## src/rtl/engine_cmd_tx.sv

```systemverilog
// Host-side command serializer: splits one parallel request into a byte frame for the
// engine's SPI command FIFO, paced by fifo_count. Define CMD_TX_CHECKSUM_EN to append an XOR checksum byte.
module engine_cmd_tx #(
  parameter int n_blocks          = 256,
  parameter int n_block_registers = 16,
  parameter int data_width        = 16,
  parameter int spi_fifo_length   = 32
) (
  input  logic                                 clk,
  input  logic                                 reset,
  input  logic                                 req_valid,
  output logic                                 req_ready,
  input  logic [7:0]                           req_opcode,
  input  logic [$clog2(n_blocks)-1:0]          req_block,
  input  logic [$clog2(n_block_registers)-1:0] req_reg,
  input  logic [data_width-1:0]                req_data,
  input  logic [2:0]                           req_len,
  output logic [7:0]                           command_out,
  output logic                                 command_out_ready,
  input  logic [$clog2(spi_fifo_length):0]     fifo_count,
  input  logic                                 invalid_command,
  output logic                                 busy,
  output logic                                 error,
  output logic [15:0]                          frames_sent
);

  localparam int MAXLEN = 3 + data_width / 8;
  localparam int FW     = MAXLEN * 8;
  localparam int IW     = $clog2(MAXLEN + 1);
  localparam int FCW    = $clog2(spi_fifo_length) + 1;
  localparam logic [FCW-1:0] CREDIT_MAX = FCW'(spi_fifo_length - 2);

  typedef enum logic [1:0] {
    ST_IDLE,
    ST_SEND
`ifdef CMD_TX_CHECKSUM_EN
    , ST_CKSUM
`endif
  } state_t;

  state_t          state_q, state_d;
  logic [IW-1:0]   idx_q, idx_d;
  logic [IW-1:0]   len_q, len_d;
  logic [FW-1:0]   frame_q, frame_d;
  logic [7:0]      out_q, out_d;
  logic            stb_q, stb_d;
  logic            err_q, err_d;
  logic [15:0]     cnt_q, cnt_d;
`ifdef CMD_TX_CHECKSUM_EN
  logic [7:0]      cks_q, cks_d;
`endif

  logic credit;
  assign credit = (fifo_count <= CREDIT_MAX);

  always_ff @(posedge clk) begin
    if (reset) begin
      state_q <= ST_IDLE;
      idx_q   <= '0;
      len_q   <= '0;
      frame_q <= '0;
      out_q   <= '0;
      stb_q   <= 1'b0;
      err_q   <= 1'b0;
      cnt_q   <= '0;
`ifdef CMD_TX_CHECKSUM_EN
      cks_q   <= '0;
`endif
    end else begin
      state_q <= state_d;
      idx_q   <= idx_d;
      len_q   <= len_d;
      frame_q <= frame_d;
      out_q   <= out_d;
      stb_q   <= stb_d;
      err_q   <= err_d;
      cnt_q   <= cnt_d;
`ifdef CMD_TX_CHECKSUM_EN
      cks_q   <= cks_d;
`endif
    end
  end

  always_comb begin
    state_d = state_q;
    idx_d   = idx_q;
    len_d   = len_q;
    frame_d = frame_q;
    out_d   = out_q;
    stb_d   = 1'b0;
    err_d   = err_q;
    cnt_d   = cnt_q;
`ifdef CMD_TX_CHECKSUM_EN
    cks_d   = cks_q;
`endif
    if (invalid_command) err_d = 1'b1;

    unique case (state_q)
      ST_IDLE: begin
        if (req_valid) begin
          if (req_len == 3'd0) begin
            err_d = 1'b1;
          end else begin
            if (int'(req_len) > MAXLEN) begin
              err_d = 1'b1;
              len_d = IW'(MAXLEN);
            end else begin
              len_d = IW'(req_len);
            end
            idx_d   = '0;
            // Frame is latched MSB-first so each issue just takes the top byte and shifts.
            frame_d = {req_opcode, 8'(req_block), 8'(req_reg), req_data};
`ifdef CMD_TX_CHECKSUM_EN
            cks_d   = '0;
`endif
            state_d = ST_SEND;
          end
        end
      end
      ST_SEND: begin
        if (credit) begin
          out_d   = frame_q[FW-1 -: 8];
          frame_d = frame_q << 8;
          stb_d   = 1'b1;
          idx_d   = idx_q + IW'(1);
`ifdef CMD_TX_CHECKSUM_EN
          cks_d   = cks_q ^ frame_q[FW-1 -: 8];
`endif
          if (idx_q == len_q - IW'(1)) begin
`ifdef CMD_TX_CHECKSUM_EN
            state_d = ST_CKSUM;
`else
            state_d = ST_IDLE;
            cnt_d   = cnt_q + 16'd1;
`endif
          end
        end
      end
`ifdef CMD_TX_CHECKSUM_EN
      ST_CKSUM: begin
        if (credit) begin
          out_d   = cks_q;
          stb_d   = 1'b1;
          cnt_d   = cnt_q + 16'd1;
          state_d = ST_IDLE;
        end
      end
`endif
      default: state_d = ST_IDLE;
    endcase
  end

  assign req_ready         = (state_q == ST_IDLE);
  assign busy              = (state_q != ST_IDLE);
  assign command_out       = out_q;
  assign command_out_ready = stb_q;
  assign error             = err_q;
  assign frames_sent       = cnt_q;

endmodule

```

## config.mk

```make
export PLATFORM = sky130hd
export DESIGN_NAME = engine_cmd_tx
export DESIGN_NICKNAME = d
export VERILOG_FILES = /design/src/rtl/engine_cmd_tx.sv
export SDC_FILE = /design/constraint.sdc
export NUM_CORES = 1
export LEC_CHECK = 0
export BUFFER_PORTS_ARGS = -buffer_cell sky130_fd_sc_hd__buf_2
export CAP_MARGIN = 20
export CORE_ASPECT_RATIO = 1.25
export CORE_MARGIN = 3
export CORE_UTILIZATION = 30
export CTS_CLUSTER_SIZE = 16
export DETAILED_ROUTE_END_ITERATION = 8
export REMOVE_ABC_BUFFERS = 1
export SETUP_SLACK_MARGIN = 0.02
export SLEW_MARGIN = 20
export SYNTH_ARGS = -nofsm -noshare
export SYNTH_HDL_FRONTEND = slang
export SYNTH_SLANG_ARGS = --single-unit
```

## constraint.sdc

```tcl
create_clock -name clk -period 1.8 [get_ports clk]
set_clock_uncertainty 0.05 [all_clocks]
set_input_delay 0.09 -clock clk [delete_from_list [all_inputs] [get_ports clk]]
set_output_delay 0.09 -clock clk [all_outputs]
set_load 0.05 [all_outputs]
```

==> impl_metrics.tcl, run 1 <==
set metrics [dict create \
    status "complete, but fails checks" \
    violations "negative setup slack" \
    worst_slew_pin_slew_ns 0.5316 \
    grt_pass1_vias 2795 \
    worst_path_largest_cell_delay_ns 0.51 \
    fill_cells 1119 \
    postCtsSetupRepairBufs 0 \
    final_antenna_net_count 0 \
    via_per_inst 5.038 \
    crit_chain "inv_2 -> ha_4 -> xor2_2 -> nand3_2 -> or4b_4 -> mux2_4" \
    yosys_warnings 0 \
    post-route-period-util 1.054 \
    clockRootBuffer "clkbuf_16" \
    synth_top_area_frac 0.4389 \
    power_density_nw_per_um2 911.0 \
    die-area_um2 12410 \
    cts_buffers 9 \
    finalNonFillerCells 602 \
    slew_violations 0 \
    synth_cell_types 42 \
    peakVddDrop_mv 0.4667 \
    yosys.area_share.simple 0.2153 \
    crit_type "flip-flop to flip-flop" \
    layout_common_cells "buf_2 (76), dfxtp_1 (66), nand2_1 (33)" \
    reg2reg_depth 6 \
    max_freq_ghz 0.5272 \
    end_kind "flip-flop" \
    synth_area_um2 3329 \
    synth_top_family_by_area "simple AND/OR/NAND/NOR gates" \
    io-pin-count 77 \
    slowest_stage "or4b_4" \
    required_ns 1.97 \
    synth_area_per_cell_um2 8.831 \
    start_kind "flip-flop" \
    synth_fa_ha_area_frac 0.01127 \
    grt_pass1_wl_um 13560 \
    cp_num_buf_inv 1 \
    final_area_um2 4512 \
    wl_um 8576 \
    grt_max_degree 82 \
    synth_compound_area_frac 0.1530 \
    relSlewSlack 0.6456 \
    final_util 0.4209 \
    hold_class "primary input to flip-flop" \
    ys_seq_area_frac 0.4389 \
    drt_iter0_markers 156 \
    synth_xor_area_frac 0.01203 \
    hpwl_um 5552 \
    cts_tree "done" \
    die_width_um 100.2 \
    finalSetupViolations 12 \
    reg2reg_from "len_q[1]" \
    r2r_end "frames_sent[13]" \
    cts_sinks 73 \
    start_util 0.3106 \
    globalRouteTotalUtil 0.1376 \
    whs_endpoint "len_q[1]" \
    drtPass1Iterations 5 \
    vias 3033 \
    hold_viol_final 0 \
    ctsHtreeMaxLevel 3 \
    max-cap-violations 0 \
    yosys.area.top_type "dfxtp_1" \
    ys_ff_latch 73 \
    n_antenna_cell 0 \
    drc_errors 0 \
    clock_path_buffers 2 \
    min_from "req_len[1]" \
    drive_gt1_frac 0.3277 \
    dp.cells 577 \
    dieHeight_um 123.8 \
    rrSetupSlack_ns -0.1 \
    coreArea_um2 10720 \
    fp-row-count 42 \
    cts.clk_slew.worst_paths_ns 0.06 \
    fin_ws_ns -0.09697 \
    place.port_buffers 76 \
    antenna_found_initial 0 \
    cp_max_fo 4 \
    crit_family "simple AND/OR/NAND/NOR gates" \
    arrival_ns 2.07 \
    placed_cell_area_um2 3964 \
    synthMuxAreaShare 0.1176 \
    gp_congestion 0.7580 \
    power.leakage_uw 0.001844 \
    finalPower_uw 4110 \
    synthCells 377 \
    final_common_cell "buf_2" \
    holdPathStages 3 \
    insertion_delay_ns 0.33 \
    nets 517 \
    grt-ovfl-total 0 \
    avgRoutedWirePerCell_um 14.25 \
    syn_to_final_growth_pct 35.51 \
    netlist_top_cells_area "dfxtp_1 (44%), mux2i_1 (8.7%), a211oi_1 (6.5%)" \
    rsz0062_at_grt "true" \
    min_period_ns 1.897 \
]
==> layer usage <==
layer | share of wire | GRT usage | wire (µm)
met5 | 0 | 0 | 0
met4 | 0.016 | 0.06571 | 141
met3 | 0.057 | 0.02857 | 488
met2 | 0.49 | 0.2243 | 4205
met1 | 0.44 | 0.1732 | 3741
==> flip-flops by register name, summed over array words and instances (netlist names) <==
name / cells
command_out: 8
command_out_ready: 1
error: 1
frame_q: 40
frames_sent: 16
idx_q: 3
len_q: 3
state_q: 1
==> repair_timing <==
item                       in CTS  in global routing
hold endpoints to repair        9                  0
setup endpoints to repair      14                 19
hold buffers                    9                  0
pin swaps                       5                  4
gates resized for setup        24                  8
==> power by group <==
| part | switching, µW | leakage (µW) | internal [µW] | total [µW] |
|---|---|---|---|---|
| sequential | 44.8 | 0.000600 | 1710 | 1760 |
| clock | 664 | 0.000149 | 1150 | 1810 |
| combinational | 309 | 0.00109 | 232 | 541 |
| total | 1020 | 0.00184 | 3090 | 4110 |
==> synthesized netlist by cell type, drive strengths merged <==
cell type and n:
nor2b 10, or4b 1, a31o 1, mux2 9
nand2b 5, clkbuf 17, nor2 17, a32oi 1
xor2 2, ha 3, a211oi 29, or3 3
a2111oi 1, mux2i 29, and4 1, and2b 1
a21oi 29, nor4b 1, inv 8, o211ai 2
nor4 5, buf 16, or4 6, xnor3 1
o31ai 5, o21ai 8, o21a 1, and2 2
dfxtp 73, a22oi 2, nor3 31, nand2 34
nand4 4, nand3 19
==> tightest hold or removal path, stage by stage <==
cell and delay (ns):
buf_2 0.12, a32oi_1 0.10, nor2_1 0.08
==> worst max-delay path by stage <==
| stage | cells past startpoint | slack [ns] | endpoint | start |
|---|---|---|---|---|
| 2_1_floorplan | 4 | -1.86 | idx_q[2] | state_q[0] |
| 3_3_place_gp | 7 | -0.16 | frames_sent[14] | len_q[0] |
| 3_5_place_dp | 7 | -0.24 | frames_sent[14] | len_q[0] |
| 4_1_cts | 6 | -0.10 | frames_sent[13] | len_q[0] |
| 5_1_grt | 6 | -0.13 | frames_sent[13] | len_q[1] |
| 6_report | 6 | -0.1 | frames_sent[13] | len_q[1] |
==> metrics by stage <==
| stage | hold slack [ns] | TNS (ns) | setup slack, ns |
|---|---|---|---|
| after floorplan | 0.1091 | -102.37 | -1.857 |
| after global placement | 0.2638 | -1.245 | -0.1574 |
| after detailed placement | 0.2682 | -2.213 | -0.2442 |
| after CTS | 0.02255 | -0.7033 | -0.1025 |
| after global routing | 0.04522 | -1.306 | -0.1286 |
| final | 0.04308 | -0.6481 | -0.09697 |
==> layout make-up <==
| cell class | instances | area (µm²) | share of cell area |
|---|---|---|---|
| multi-input cells | 263 | 1839 | 0.4077 |
| clock inverters | 4 | 51.30 | 0.01137 |
| repair buffers | 110 | 699.4 | 0.1550 |
| inverters | 8 | 30.03 | 0.006656 |
| well taps | 132 | 165.2 | 0.03661 |
| clock buffers | 12 | 256.5 | 0.05685 |
| flip-flops and latches | 73 | 1470 | 0.3258 |
==> logic make-up after synthesis <==
logic type | after synthesis
simple gates | 140
fa+ha+maj | 3
xor+xnor | 3
flops | 73
mux | 38
buf+inv | 41
compound gates | 79
Note: power is estimated with default switching activity, not from simulation.
==> run 2, diff against run 1 <==
Settings changed: CORE_MARGIN 3 to 4.
==> run 2 against run 1 <==
Effect of this change:
- the run still ends with negative setup slack left
- wire length up 4.6%
- global-route usage increased by 0.63 points
- non-clock buffer count increased by 8
- combinational power grew 2%
- critical path type unchanged
- critical endpoint unchanged
==> impl_metrics.tcl, run 2 (synthesis results as in run 1) <==
set metrics [dict create \
    post-route-period-util 1.070 \
    clockRootBuffer "clkbuf_16" \
    die_width_um 102.2 \
    drtPass1Iterations 4 \
    max_freq_ghz 0.5193 \
    vias 3075 \
    grtUsageMet2 0.2380 \
    end_kind "flip-flop" \
    crit_path_start "len_q[1]" \
    grt_use_met1 0.1778 \
    required_ns 1.97 \
    multiInputGateArea_um2 1879 \
    nets 525 \
    finalPower_uw 4052 \
    cts_tree "done" \
    grt_max_degree 33 \
    grt-ovfl-total 0 \
    seqCellArea_um2 1465 \
    slowest_stage "or4b_4" \
    hpwl_um 5953 \
    reg2reg_depth 6 \
    crit_end "frames_sent[13]" \
    start_kind "flip-flop" \
    reg2reg_from "len_q[1]" \
    via_per_inst 5.041 \
    start_util 0.3106 \
    crit_family "simple AND/OR/NAND/NOR gates" \
    cp_num_buf_inv 1 \
    hold_class "primary input to flip-flop" \
    r2r_end "frames_sent[13]" \
    slew_violations 0 \
    cts_buffers 9 \
    grt_pass1_vias 2975 \
    peakVddDrop_mv 0.3786 \
    coreArea_um2 10720 \
    wl_um 8971 \
    fin_ws_ns -0.1258 \
    final_antenna_net_count 0 \
    relSlewSlack 0.6430 \
    gr-usage-met3 0.02876 \
    drc_errors 0 \
    clock_path_buffers 2 \
    top_usage_layer "met2" \
    max-cap-violations 0 \
    largest_reg_flops 40 \
    arrival_ns 2.10 \
    power.leakage_uw 0.001903 \
    place.port_buffers 76 \
    drt_iter0_markers 100 \
    gp_congestion 0.8061 \
    crit_chain "inv_2 -> ha_4 -> xor2_4 -> nand3_4 -> or4b_4 -> mux2_4" \
    final_common_cell "buf_2" \
    rrSetupSlack_ns -0.13 \
    layout_common_cells "buf_2 (76), dfxtp_1 (70), nand2_1 (33)" \
    io-pin-count 77 \
    fp-row-count 42 \
    cp_max_fo 5 \
    status "complete, but fails checks" \
    ctsHtreeMaxLevel 3 \
    hold_ws_ns 0.02865 \
    worst_path_largest_cell_delay_ns 0.51 \
    min_period_ns 1.926 \
    n_antenna_cell 0 \
    hold_viol_final 0 \
    globalRouteTotalUtil 0.1439 \
    cts_sinks 73 \
    insertion_delay_ns 0.33 \
    holdPathStages 3 \
    dieHeight_um 125.8 \
    finalNonFillerCells 610 \
    finalSetupViolations 11 \
    grt_pass1_wl_um 14790 \
    registers.top_by_ff_count "frame_q" \
    pre_cts_slack_ns -0.2931 \
    syn_to_final_growth_pct 37.28 \
    power_density_nw_per_um2 886.5 \
    die-area_um2 12860 \
    cts.clk_slew.worst_paths_ns 0.06 \
    dp.cells 581 \
    avgRoutedWirePerCell_um 14.71 \
    worst_slew_pin_slew_ns 0.5355 \
    antenna_found_initial 0 \
    fill_cells 1116 \
    violations "negative setup slack" \
    path_depth 6 \
    crit_type "flip-flop to flip-flop" \
    rsz0062_at_grt "true" \
    drive_gt1_frac 0.3305 \
]
[run 2: layout make-up]
class                           instances  area share
Clock buffer                           11     0.05092
Clock inverter                          5     0.01232
Inverter                                8    0.006570
Multi-Input combinational cell        263      0.4112
Sequential cell                        73      0.3206
Tap cell                              132     0.03613
Timing Repair Buffer                  118      0.1623
[run 2: repair_timing]
item | in CTS | in global routing
setup buffers | 2 | 1
gates resized for setup | 25 | 13
pin swaps | 7 | 2
endpoints found under the setup margin | 15 | 20
endpoints found under the hold margin | 9 | 0
hold buffers | 9 | 0
gates cloned | 0 | 1
[run 2: how the worst min path moves through the flow]
stage | from | end | slack, ns
2_1_floorplan | reset | command_out[0] | 0.11
3_3_place_gp | invalid_command | error | 0.28
3_5_place_dp | invalid_command | error | 0.29
4_1_cts | req_valid | state_q[0] | 0.02
5_1_grt | req_valid | state_q[0] | 0.05
6_report | req_len[1] | len_q[1] | 0.03
[run 2: metrics by stage]
stage / TNS, ns / utilization / cell area [µm²]
CTS: -0.8045 / 0.4199 / 4502
floorplan: -102.37 / - / 3187
finish: -0.6421 / 0.4264 / 4571
global route: -1.354 / 0.4264 / 4571
global placement: -1.847 / 0.3701 / 3968
detailed placement: -3.049 / 0.3701 / 3968
[run 2: metal layers]
| metal | part of all wire | wire length, µm |
|---|---|---|
| met2 | 0.51 | 4606 |
| met5 | 0 | 0 |
| met1 | 0.42 | 3774 |
| met3 | 0.040 | 360 |
| met4 | 0.026 | 229 |
[run 2: worst reg2reg max path: cells and delay by family (launching register included)]
kind	cells	cell delay (ns)
AND/OR/NAND/NOR	2	0.64
buffers and inverters	1	0.05
flip-flops	1	0.33
XOR/XNOR	1	0.16
multiplexers	1	0.30
adder cells (fa/ha/maj)	1	0.28
[run 2: report_power, final]
| part | switching (µW) | internal (µW) |
|---|---|---|
| combinational | 314 | 238 |
| sequential | 45.0 | 1710 |
| clock | 672 | 1070 |
==> run 3, diff against run 2 <==
Settings changed: CORE_ASPECT_RATIO 1.25 to 2, MAX_ROUTING_LAYER from default to met4.
==> run 3 against run 2 <==
Effect of this change:
- the run still ends with negative setup slack left
- sequential share of layout area hardly changed
- wire length grew 4.8%
- via count rose by 1.5%
- utilization down 0.56 points
- worst setup slack worse by 0.00066 ns
- final cell count increased by 1.8%
- count of clock-buffer cells in the layout grew 1
- global-route usage rose by 0.88 points
- hold slack gained 0.011 ns
- largest cell class unchanged
- largest power group unchanged
==> impl_metrics.tcl, run 3 (synthesis results as in run 1) <==
set metrics [dict create \
    power_density_nw_per_um2 850.1 \
    fill_cells 1094 \
    wl_um 9398 \
    rsz0062_at_grt "true" \
    power_switching_uw 992.9 \
    start_util 0.3061 \
    io-pin-count 77 \
    end_kind "flip-flop" \
    ctsHtreeMaxLevel 3 \
    grt_pass1_vias 3081 \
    cp_max_fo 4 \
    final_antenna_net_count 0 \
    globalRouteTotalUtil 0.1527 \
    nets 531 \
    dieHeight_um 157.0 \
    worst_slew_pin_slew_ns 0.6245 \
    grt_max_degree 35 \
    gp_congestion 0.8352 \
    fp-row-count 54 \
    clkPwrFrac 0.403 \
    die_width_um 82.49 \
    start_kind "flip-flop" \
    coreArea_um2 10880 \
    violations "negative setup slack" \
    place.port_buffers 76 \
    syn_to_final_growth_pct 37.47 \
    insertion_delay_ns 0.33 \
    post-route-period-util 1.070 \
    vias 3121 \
    max-cap-violations 0 \
    registers.top_by_ff_count "frame_q" \
    final_common_cell "buf_2" \
    slew_violations 0 \
    drt_iter0_markers 84 \
    antenna_found_initial 0 \
    rrSetupSlack_ns -0.13 \
    relSlewSlack 0.5837 \
    avgRoutedWirePerCell_um 15.13 \
    cts_tree "done" \
    pwr-share-seq 0.452 \
    clock_path_buffers 2 \
    cts_sinks 73 \
    status "complete, but fails checks" \
    finalSetupViolations 11 \
    grt_pass1_wl_um 14640 \
    die-area_um2 12950 \
    arrival_ns 2.09 \
    power_frac_comb 0.144 \
    final_util 0.4208 \
    grt-ovfl-total 0 \
    drtPass1Iterations 4 \
    finalPower_uw 3891 \
    clockRootBuffer "clkbuf_16" \
    crit_type "flip-flop to flip-flop" \
    p_int_uw 2898 \
    via_per_inst 5.026 \
    max_freq_ghz 0.5191 \
    fin_ws_ns -0.1265 \
    layout_common_cells "buf_2 (76), dfxtp_1 (68), buf_4 (36)" \
    power_switching_share 0.2552 \
    min_period_ns 1.927 \
    required_ns 1.97 \
    hpwl_um 6511 \
    hold_class "primary input to flip-flop" \
    placed_cell_area_um2 4025 \
    drive_gt1_frac 0.3306 \
    cts_buffers 9 \
    peakVddDrop_mv 0.4825 \
    cts.clk_slew.worst_paths_ns 0.05 \
    hold_viol_final 0 \
    n_antenna_cell 0 \
    final_area_um2 4577 \
    drc_errors 0 \
    power.leakage_uw 0.001917 \
    largest_reg_flops 40 \
]
run 3: through the flow:
step	TNS [ns]	cells	hold WS [ns]	worst slack, ns
after floorplan	-102.37	344	0.1091	-1.857
after global placement	-1.411	597	0.2651	-0.1548
after detailed placement	-2.677	597	0.2666	-0.2507
after CTS	-0.7612	620	0.01031	-0.1025
after global routing	-1.737	621	0.05142	-0.1965
final	-0.7059	621	0.03956	-0.1265
run 3: cell type report:
cell class | instances | area [µm²] | share of cell area
clock buffer | 12 | 246.5 | 0.05385
tap | 140 | 175.2 | 0.03827
clock inverter | 1 | 5.005 | 0.001093
timing repair buffer | 124 | 778.2 | 0.1700
inverter | 8 | 30.03 | 0.006561
sequential | 73 | 1468 | 0.3207
multi-input combinational | 263 | 1874 | 0.4095
run 3: what timing repair did:
item	in CTS	in global routing
setup endpoints to repair	15	15
setup buffers	1	1
gates resized for setup	27	9
hold endpoints to repair	9	0
pin swaps	8	2
hold buffers	9	0
cloned	0	0
run 3: metal layers:
| metal | global-route usage | vias up | routed length [µm] |
|---|---|---|---|
| met5 | - | - | 0 |
| met4 | 0.06313 | 0 | 172 |
| met3 | 0.03036 | 11 | 396 |
| met2 | 0.2676 | 79 | 5305 |
| met1 | 0.1627 | 1469 | 3524 |
| li1 | - | 1562 | - |
run 3: worst paths after layout:
path                             startpoint  cells after the start               to
worst min register to register  frame_q[32]                      2   command_out[0]
worst max-delay path               len_q[1]                      6  frames_sent[13]
worst min-delay path             req_len[1]                      3         len_q[1]
worst max register to register     len_q[1]                      6  frames_sent[13]
run 3: critical path, stage by stage (launching register included):
cell,delay (ns)
dfxtp_2,0.33
inv_2,0.05
ha_4,0.28
xor2_4,0.18
nand3_4,0.12
or4b_4,0.50
mux2_4,0.31
run 3: power by group through the flow:
| stage | Sequential [µW] | Combinational, µW | Clock [µW] |
|---|---|---|---|
| 2_1_floorplan | 1830 | 268 | 0 |
| 3_3_place_gp | 1790 | 507 | 0 |
| 3_5_place_dp | 1790 | 521 | 0 |
| 4_1_cts | 1760 | 550 | 1620 |
| 5_1_grt | 1770 | 613 | 1670 |
| 6_report | 1760 | 561 | 1570 |
